--- src/rtl/jtag_frame_loader_if.sv ---
// Host-side chunk handshake between the JTAG mailbox and jtag_frame_loader.
// Level handshake: the master holds iNEXT until it sees oACK.
interface jtag_frame_loader_if #(
    parameter int WORD_W      = 32,
    parameter int CHUNK_WORDS = 14
);
    logic [WORD_W*CHUNK_WORDS-1:0] iCHUNK_DATA;
    logic                          iNEXT;
    logic                          iFINISH;
    logic                          oACK;

    modport master (output iCHUNK_DATA, output iNEXT, output iFINISH, input oACK);
    modport slave  (input iCHUNK_DATA, input iNEXT, input iFINISH, output oACK);
endinterface

--- src/rtl/jtag_frame_loader.sv ---
// Assembles host chunks into a frame, then gates the network clock and fires a start pulse.
// Optional macro FRAME_CLEAR_EN: the first chunk of a frame zeroes every other frame bit.
//
// state | meaning
// IDLE  | no partial frame held
// LOAD  | partial frame held, waiting for more chunks
// ARM   | last chunk captured, counting down the start delay
// FIRE  | start pulse asserted for one cycle
module jtag_frame_loader #(
    parameter  int WORD_W      = 32,
    parameter  int CHUNK_WORDS = 14,
    parameter  int FRAME_BITS  = 800,
    parameter  int START_DELAY = 2,
    localparam int CHUNK_BITS  = WORD_W * CHUNK_WORDS,
    localparam int MAX_CHUNKS  = (FRAME_BITS + CHUNK_BITS - 1) / CHUNK_BITS,
    localparam int CNT_W       = $clog2(MAX_CHUNKS + 1)
) (
    input  logic                  iCLK,
    input  logic                  iRESET,
    jtag_frame_loader_if.slave    host,
    output logic [FRAME_BITS-1:0] oFRAME,
    output logic                  oFRAME_VALID,
    output logic                  oSTART,
    output logic                  oCLK_EN,
    output logic [CNT_W-1:0]      oCHUNK_CNT,
    output logic                  oOVERFLOW
);

    typedef enum logic [1:0] {S_IDLE, S_LOAD, S_ARM, S_FIRE} state_t;

    state_t                state_q, state_d;
    logic [7:0]            dly_q, dly_d;
    logic [CNT_W-1:0]      cnt_q, cnt_d;
    logic                  ack_q, ack_d;
    logic                  ovf_q, ovf_d;
    logic                  valid_q, valid_d;
    logic [FRAME_BITS-1:0] frame_q, frame_d;

    logic                  capture;
    logic [CNT_W-1:0]      idx;

    // The chunk index restarts at 0 whenever a frame ends, while cnt_q keeps the final count.
    assign idx     = (state_q == S_IDLE) ? '0 : cnt_q;
    assign capture = ((state_q == S_IDLE) || (state_q == S_LOAD)) && host.iNEXT && !ack_q;

    always_ff @(posedge iCLK) begin
        if (iRESET) begin
            state_q <= S_IDLE;
            dly_q   <= '0;
            cnt_q   <= '0;
            ack_q   <= 1'b0;
            ovf_q   <= 1'b0;
            valid_q <= 1'b0;
            frame_q <= '0;
        end else begin
            state_q <= state_d;
            dly_q   <= dly_d;
            cnt_q   <= cnt_d;
            ack_q   <= ack_d;
            ovf_q   <= ovf_d;
            valid_q <= valid_d;
            frame_q <= frame_d;
        end
    end

    always_comb begin
        state_d = state_q;
        dly_d   = dly_q;
        cnt_d   = cnt_q;
        ovf_d   = ovf_q;
        valid_d = valid_q;
        frame_d = frame_q;
        // Ack stays up while the host holds iNEXT, so each assertion captures once.
        ack_d   = ack_q ? host.iNEXT : capture;

        case (state_q)
            S_IDLE, S_LOAD: begin
                if (capture) begin
                    if (host.iFINISH) begin
                        state_d = S_ARM;
                        dly_d   = 8'(START_DELAY - 1);
                    end else begin
                        state_d = S_LOAD;
                    end
                end
            end
            S_ARM: begin
                if (dly_q == '0) state_d = S_FIRE;
                else             dly_d   = dly_q - 8'd1;
            end
            S_FIRE: begin
                state_d = S_IDLE;
                valid_d = 1'b1;
            end
            default: state_d = S_IDLE;
        endcase

        if (capture) begin
            valid_d = 1'b0;
            if (state_q == S_IDLE)                cnt_d = {{(CNT_W-1){1'b0}}, 1'b1};
            else if (cnt_q != {CNT_W{1'b1}})      cnt_d = cnt_q + 1'b1;
            if (int'(idx) >= MAX_CHUNKS)          ovf_d = 1'b1;
`ifdef FRAME_CLEAR_EN
            if (idx == '0) frame_d = '0;
`else
`endif
            // Slots past the frame end simply never match, so overflow chunks write nothing.
            for (int b = 0; b < FRAME_BITS; b++) begin
                if (b / CHUNK_BITS == int'(idx)) frame_d[b] = host.iCHUNK_DATA[b % CHUNK_BITS];
            end
        end
    end

    assign host.oACK    = ack_q;
    assign oFRAME       = frame_q;
    assign oFRAME_VALID = valid_q;
    assign oSTART       = (state_q == S_FIRE);
    assign oCLK_EN      = (state_q == S_IDLE) || (state_q == S_FIRE);
    assign oCHUNK_CNT   = cnt_q;
    assign oOVERFLOW    = ovf_q;

endmodule
--- src/flat_wrapper.sv ---
// flat-port wrapper written by rule: the top's interface ports become plain ports
module jtag_frame_loader_flat 
#(
    parameter  int WORD_W      = 32,
    parameter  int CHUNK_WORDS = 14,
    parameter  int FRAME_BITS  = 800,
    parameter  int START_DELAY = 2,
    localparam int CHUNK_BITS  = WORD_W * CHUNK_WORDS,
    localparam int MAX_CHUNKS  = (FRAME_BITS + CHUNK_BITS - 1) / CHUNK_BITS,
    localparam int CNT_W       = $clog2(MAX_CHUNKS + 1)
)
  (iCLK, iRESET, oFRAME, oFRAME_VALID, oSTART, oCLK_EN, oCHUNK_CNT, oOVERFLOW, host_iCHUNK_DATA, host_iNEXT, host_iFINISH, host_oACK);
  jtag_frame_loader_if #(.WORD_W(WORD_W), .CHUNK_WORDS(CHUNK_WORDS)) host_i ();
  input  logic iCLK;
  input  logic iRESET;
  output logic [FRAME_BITS-1:0] oFRAME;
  output logic oFRAME_VALID;
  output logic oSTART;
  output logic oCLK_EN;
  output logic [CNT_W-1:0] oCHUNK_CNT;
  output logic oOVERFLOW;
  input wire logic [$bits(host_i.iCHUNK_DATA)-1:0] host_iCHUNK_DATA;
  input wire logic [$bits(host_i.iNEXT)-1:0] host_iNEXT;
  input wire logic [$bits(host_i.iFINISH)-1:0] host_iFINISH;
  output wire logic [$bits(host_i.oACK)-1:0] host_oACK;
  assign host_i.iCHUNK_DATA = host_iCHUNK_DATA;
  assign host_i.iNEXT = host_iNEXT;
  assign host_i.iFINISH = host_iFINISH;
  assign host_oACK = host_i.oACK;
  jtag_frame_loader #(.WORD_W(WORD_W), .CHUNK_WORDS(CHUNK_WORDS), .FRAME_BITS(FRAME_BITS), .START_DELAY(START_DELAY)) u_core (.iCLK(iCLK), .iRESET(iRESET), .host(host_i), .oFRAME(oFRAME), .oFRAME_VALID(oFRAME_VALID), .oSTART(oSTART), .oCLK_EN(oCLK_EN), .oCHUNK_CNT(oCHUNK_CNT), .oOVERFLOW(oOVERFLOW));
endmodule
--- config.mk ---
export PLATFORM = sky130hd
export DESIGN_NAME = jtag_frame_loader_flat
export DESIGN_NICKNAME = d
export VERILOG_FILES = /design/src/rtl/jtag_frame_loader_if.sv /design/src/rtl/jtag_frame_loader.sv /design/src/flat_wrapper.sv
export SDC_FILE = /design/constraint.sdc
export NUM_CORES = 2
export LEC_CHECK = 0
export CAP_MARGIN = 20
export CORE_AREA = 2 2 496 498
export DETAILED_ROUTE_END_ITERATION = 8
export DIE_AREA = 0 0 498 500
export PLACE_DENSITY = 0.33
export SYNTH_ARGS = -nofsm -noshare
export SYNTH_HDL_FRONTEND = slang
export SYNTH_SLANG_ARGS = --single-unit
--- constraint.sdc ---
create_clock -name iCLK -period 3.6 [get_ports iCLK]
set_input_delay 0.36 -clock iCLK [delete_from_list [all_inputs] [get_ports iCLK]]
set_output_delay 0.36 -clock iCLK [all_outputs]
set_load 0.02 [all_outputs]
# Word level (Yosys, flattened, before mapping)
# Index checks and enable logic that the tools add are counted.
[totals]
register_bits = 815
in_bits = 452
wordCells = 50
[op_classes]
add_sub_neg = 2
magnitude_cmp = 1
n_eq_ne = 9
muxes = 12
n_reduce_logical = 18
[op_table]
columns = ["cell", "count"]
rows = [
  ["two-way mux 8 bit", 3],
  ["case mux 8 bit (2 select lines)", 1],
  ["two-way mux 2 bit", 6],
  ["AND reduction 2 bit", 5],
  ["logical NOT 8 bit", 1],
  ["subtractor 8 x 1 -> 8 bit (second input constant)", 1],
  ["!= test 2 bit (second input constant)", 3],
  ["case mux 2 bit (3 select lines)", 1],
  ["equality test 2 bit (second input constant)", 2],
  ["logical NOT 2 bit", 2],
  ["!= test 2 x 1 -> 1 bit (second input constant)", 2],
  ["AND reduction 4 bit", 1],
  ["nonzero test 2 bit", 2],
  ["OR reduction 2 bit", 2],
  ["adder 2 x 1 -> 2 bit (second input constant)", 1],
  ["equality test 2 x 1 -> 1 bit (second input constant)", 1],
  ["equality test 2 bit (first input constant)", 1],
  [">= comparator 2 bit (second input constant)", 1],
  ["logical AND 1 bit", 2],
  ["logical OR 1 bit", 2],
  ["logical NOT 1 bit", 1],
  ["two-way mux 1 bit", 1],
]

# Logic depth before layout (Yosys ltp)
[logic_depth]
depth_word = 6
ltp_mapped = 9
depth_no_buf = 6

# Least setup slack after synthesis
# OpenSTA, ideal clock, no wires.
[synth_path]
path_type = "reg2reg"
from = "reg u_core.state_q[1]"
to = "reg u_core.frame_q[721] (netlist: u_core.oFRAME[721])"
setup_ns = 0.070
arrival_ns = 1.743
t_required_ns = 3.530
slack_ns = 1.787
stages_incl_launch_ff = 10
n_path_buf = 3
period_less_slack_ns = 1.813
cell_sequence = "dfxtp_1 inv_1 ha_1 and4bb_1 and3b_1 buf_4 buf_4 buf_4 nand2_1 a21oi_1"
[synth_between]
elab_chain_len = 5
[synth_lines]
columns = ["element", "line_no", "rtl"]
rows = [
  ["from (decl)", "jtag_frame_loader.sv:31", "state_t state_q, state_d;"],
  ["from (signal assigned)", "jtag_frame_loader.sv:56", "state_q <= state_d;"],
  ["equality test 2 x 1 -> 1 bit / logical NOT 2 bit (equally long branches)", "jtag_frame_loader.sv:44, jtag_frame_loader.sv:43", ""],
  ["logical OR 1 bit", "jtag_frame_loader.sv:44", "assign capture = ((state_q == S_IDLE) || (state_q == S_LOAD)) && host.iNEXT && !ack_q;"],
  ["logical AND 1 bit (2 in series)", "jtag_frame_loader.sv:44", ""],
  ["AND reduction 2 bit (no line) *", "--", ""],
  ["to (signal assigned)", "jtag_frame_loader.sv:62", "frame_q <= frame_d;"],
  ["to (decl)", "jtag_frame_loader.sv:37", "logic [FRAME_BITS-1:0] frame_q, frame_d;"],
]
# Mark *: on every way between the ends. The rest lies on a longest branch, timed or not.
# A chain may end at the register's enable or synchronous reset.

# Worst setup path in the final report
[layout_path]
from = "reg u_core.state_q[1]"
to = "out oSTART"
[layout_between]
elab_chain_len = 1
[layout_lines]
columns = ["element", "line_no", "rtl"]
rows = [
  ["equality test 2 bit", "jtag_frame_loader.sv:117", "assign oSTART = (state_q == S_FIRE);"],
  ["to (decl)", "flat_wrapper.sv:18", "output logic oSTART;"],
]
# Every way passes these cells.

==> results by group <==
Synth
  – Number of synthesized flops with an enable pin: 0
  – Syn Inst Count: 3570
  – Synth Cell Area: 28200 µm²
  – Netlist cell types: 36
  – Post-synth ARST share: 0%
  – Most common cell in the netlist: nand2_1
  – Syn. warnings: 0
  – Post-synth net total: 4029
  – Seq/Total Area, Yosys: 57.8%
  – Yosys top cell area share: 57.8%
  – Primary FF master, synth: dfxtp_1
  – Synth top cells by count: nand2_1 (1602), dfxtp_1 (815), a21oi_1 (812)
  – Dominant cell type by area after synthesis: dfxtp_1
  – Yosys reg bits: 815
  – Syn_area_per_cell: 7.90 µm²
  – Largest cells by area after synthesis: dfxtp_1 (58%), nand2_1 (21%), a21oi_1 (14%), buf_2 (2.4%), clkbuf_1 (1.3%)

Power and ir drop
  – NetSw: 10500 µW
  – Logic pwr share: 27.5%
  – Internal power: 20700 µW
  – Switching share of power: 33.7%
  – Clock share of power: 37.7%
  – Seq pwr share: 34.8%
  – PwrDens: 645 nW/µm²
  – Leak: 0.0161 µW
  – Peak supply drop: 384 µV

Floorplan
  – Die Span X: 498 µm
  – Starting Density: 11.5%
  – Site Rows: 182
  – I/O Pins: 1259
  – Vert. Die Dim: 500 µm
  – DIE AREA: 249000 µm²
  – Core ar.: 244000 µm²

Route
  – First-pass DRT Iterations: 7
  – Routed Antenna Nets: 0
  – Residual DRC: 0
  – WL final: 184 mm
  – DR vias: 29000
  – Drt wl/cell: 22.8 µm
  – Vias/cell: 3.60
  – Initial DRC Count: 1423

Worst setup path
  – Kind of critical path: reg -> out
  – Crit path max fanout: 7
  – CP bufs+invs: 1
  – Worst path slowest cell: clkdlybuf4s50_1
  – Cell Chain, Critical Path: ha_1 -> clkdlybuf4s50_1
  – Crit path max-delay family: buffers and inverters
  – Worst Path Required: 3.24 ns
  – Slowest stage delay, CP: 0.91 ns
  – Nature of the critical path endpoint: output pin
  – Kind of start point of the critical path: register
  – CP arrival: 2.28 ns

Timing
  – Max-slew violation count: 0
  – Max frequency: 379 MHz
  – Fin. Hold Viols: 0
  – Final setup vio count: 0
  – Worst Clk Skew: 0.0344 ns
  – Final Cycle Share: 73.3%
  – Post-route setup slack: 0.960 ns
  – Tmin final: 2.64 ns
  – Worst slew pin tran: 0.949 ns
  – Setup_tns: 0 ns
  – RSZ-0062 raised after global routing: false
  – Slew headroom: 36.7%
  – Hold_ws: 0.155 ns

GRT
  – Pin count of the biggest net entering global routing: 120
  – All-Layer GR Usage: 14.2%
  – First-pass GRT wire length: 250 mm
  – Grt total ovfl: 0
  – Number of global-route vias before repair: 28800
  – Initial antenna violation count: 27

Layout
  – Number of nets in the layout: 5212
  – Area of the multi-input gates: 10600 µm²
  – Area growth syn-to-layout: 71.7%
  – Fill cells: 27300
  – Storage element area: 16300 µm²
  – Share of cells above drive strength 1: 5.61%

Job
  – Max Cap Viol: 0

Clock tree
  – H-Tree Depth: 3
  – CTS tree: yes
  – Clock latency on the worst-skew pair: 0.75 ns
  – Postcts setup bufs: 0
  – Num CTS Buffers: 108
  – TritonCTS sink count: 815
  – CTS Root Cell: clkbuf_16
  – Clk buf depth: 3
  – Clock slew at reported path FFs: 0.06 ns

Placed design
  – PortBufs: 1258
  – DP Wirelength: 145 mm
  – Gp weighted congestion: 0.824
  – Pre-CTS WS: 0.903 ns

Outcome
  – Status: complete, no violations

Min path
  – Worst hold path class: in -> reg
-- kinds of logic after synthesis --
group	Yosys count	share of synthesized area, %
AOI/OAI and AO/OA	831	14.9
adders and majority gates	7	0.310
buffers and inverters	277	4.77
and+or+nand+nor	1640	22.2
DFF	815	57.8
-- power groups by stage --
| stage | clock (µW) | sequential (µW) | combinational (µW) |
|---|---|---|---|
| global placement | 0 | 11000 | 8810 |
| finish | 11800 | 10900 | 8600 |
| CTS | 12300 | 10900 | 8830 |
| floorplan | 0 | 12200 | 2790 |
| global route | 12500 | 11000 | 9290 |
| detailed placement | 0 | 11100 | 8800 |
-- cell type report --
| type | instances | share of cell area [%] |
|---|---|---|
| Sequential cell | 815 | 33.7 |
| Timing Repair Buffer | 1342 | 28.1 |
| Multi-Input combinational cell | 2478 | 21.8 |
| Tap cell | 3220 | 8.32 |
| Clock buffer | 161 | 6.70 |
| Clock inverter | 42 | 1.29 |
| Inverter | 8 | 0.0620 |
| Antenna cell | 9 | 0.0465 |
-- cells in the final DEF (no fill, tap or decap), types with 2 or more instances in the layout --
cell type,netlist,final
a311oi_1,2,2
buf_12,0,29
bufinv_16,0,13
clkinv_16,0,2
nor2_1,10,10
buf_4,33,54
o31ai_1,4,4
clkbuf_8,0,28
nand4b_1,3,3
nand2_1,1602,1602
clkinvlp_4,0,3
inv_1,8,8
clkinv_2,0,21
clkbuf_16,0,111
o41ai_1,2,2
nor3_1,3,3
clkdlybuf4s50_1,0,1257
a21oi_1,812,812
ha_1,7,7
clkbuf_1,100,22
diode_2,0,9
inv_16,0,2
o21ai_0,3,3
or4_1,4,4
nand2b_1,2,2
or3_1,3,3
nor2b_1,5,5
dfxtp_1,815,815
-- flip-flops by register name, indices dropped and copies added, names as in the netlist --
name,count
u_core.dly_q,8
u_core.host.oACK,1
u_core.oOVERFLOW,1
u_core.oCHUNK_CNT,2
u_core.oFRAME,800
u_core.oFRAME_VALID,1
u_core.state_q,2
-- final timing paths --
check | from | endpoint | slack [ns] | depth (start not counted)
max | u_core.state_q[1] | oSTART | 0.96 | 2
min | host_iCHUNK_DATA[435] | u_core.oFRAME[435] | 0.16 | 3
max reg2reg | u_core.state_q[1] | u_core.oFRAME[798] | 1.02 | 8
min reg2reg | u_core.oFRAME[139] | u_core.oFRAME[139] | 0.45 | 2
-- metrics by stage --
step                utilization (%)  power [µW]  cell area (µm²)  std cells
floorplan                         -       15000            28200       3570
global placement               18.2       19800            44500       7862
detailed placement             18.2       19900            44500       7862
CTS                            19.8       32000            48400       8066
global route                   19.8       32800            48400       8073
finish                         19.8       31200            48400       8075
-- layer usage --
layer	GRT usage [%]	routed length [µm]	vias up
met3	7.36	21000	188
met2	23.9	87400	1062
met5	0	36	-
li1	-	-	13900
met4	2.86	3250	6
met1	15.8	72800	13900
-- tightest hold or removal path: stages --
cell and delay [ns]:
clkdlybuf4s50_1 0.39, nand2_1 0.05, a21oi_1 0.05
-- timing repair --
action / in CTS / in global routing
hold buffers: 1 / 0
endpoints found under the setup margin: 0 / 0
hold endpoints to repair: 1 / 0
gates resized for setup: 0 / 0
(Power assumes the default switching activity.)
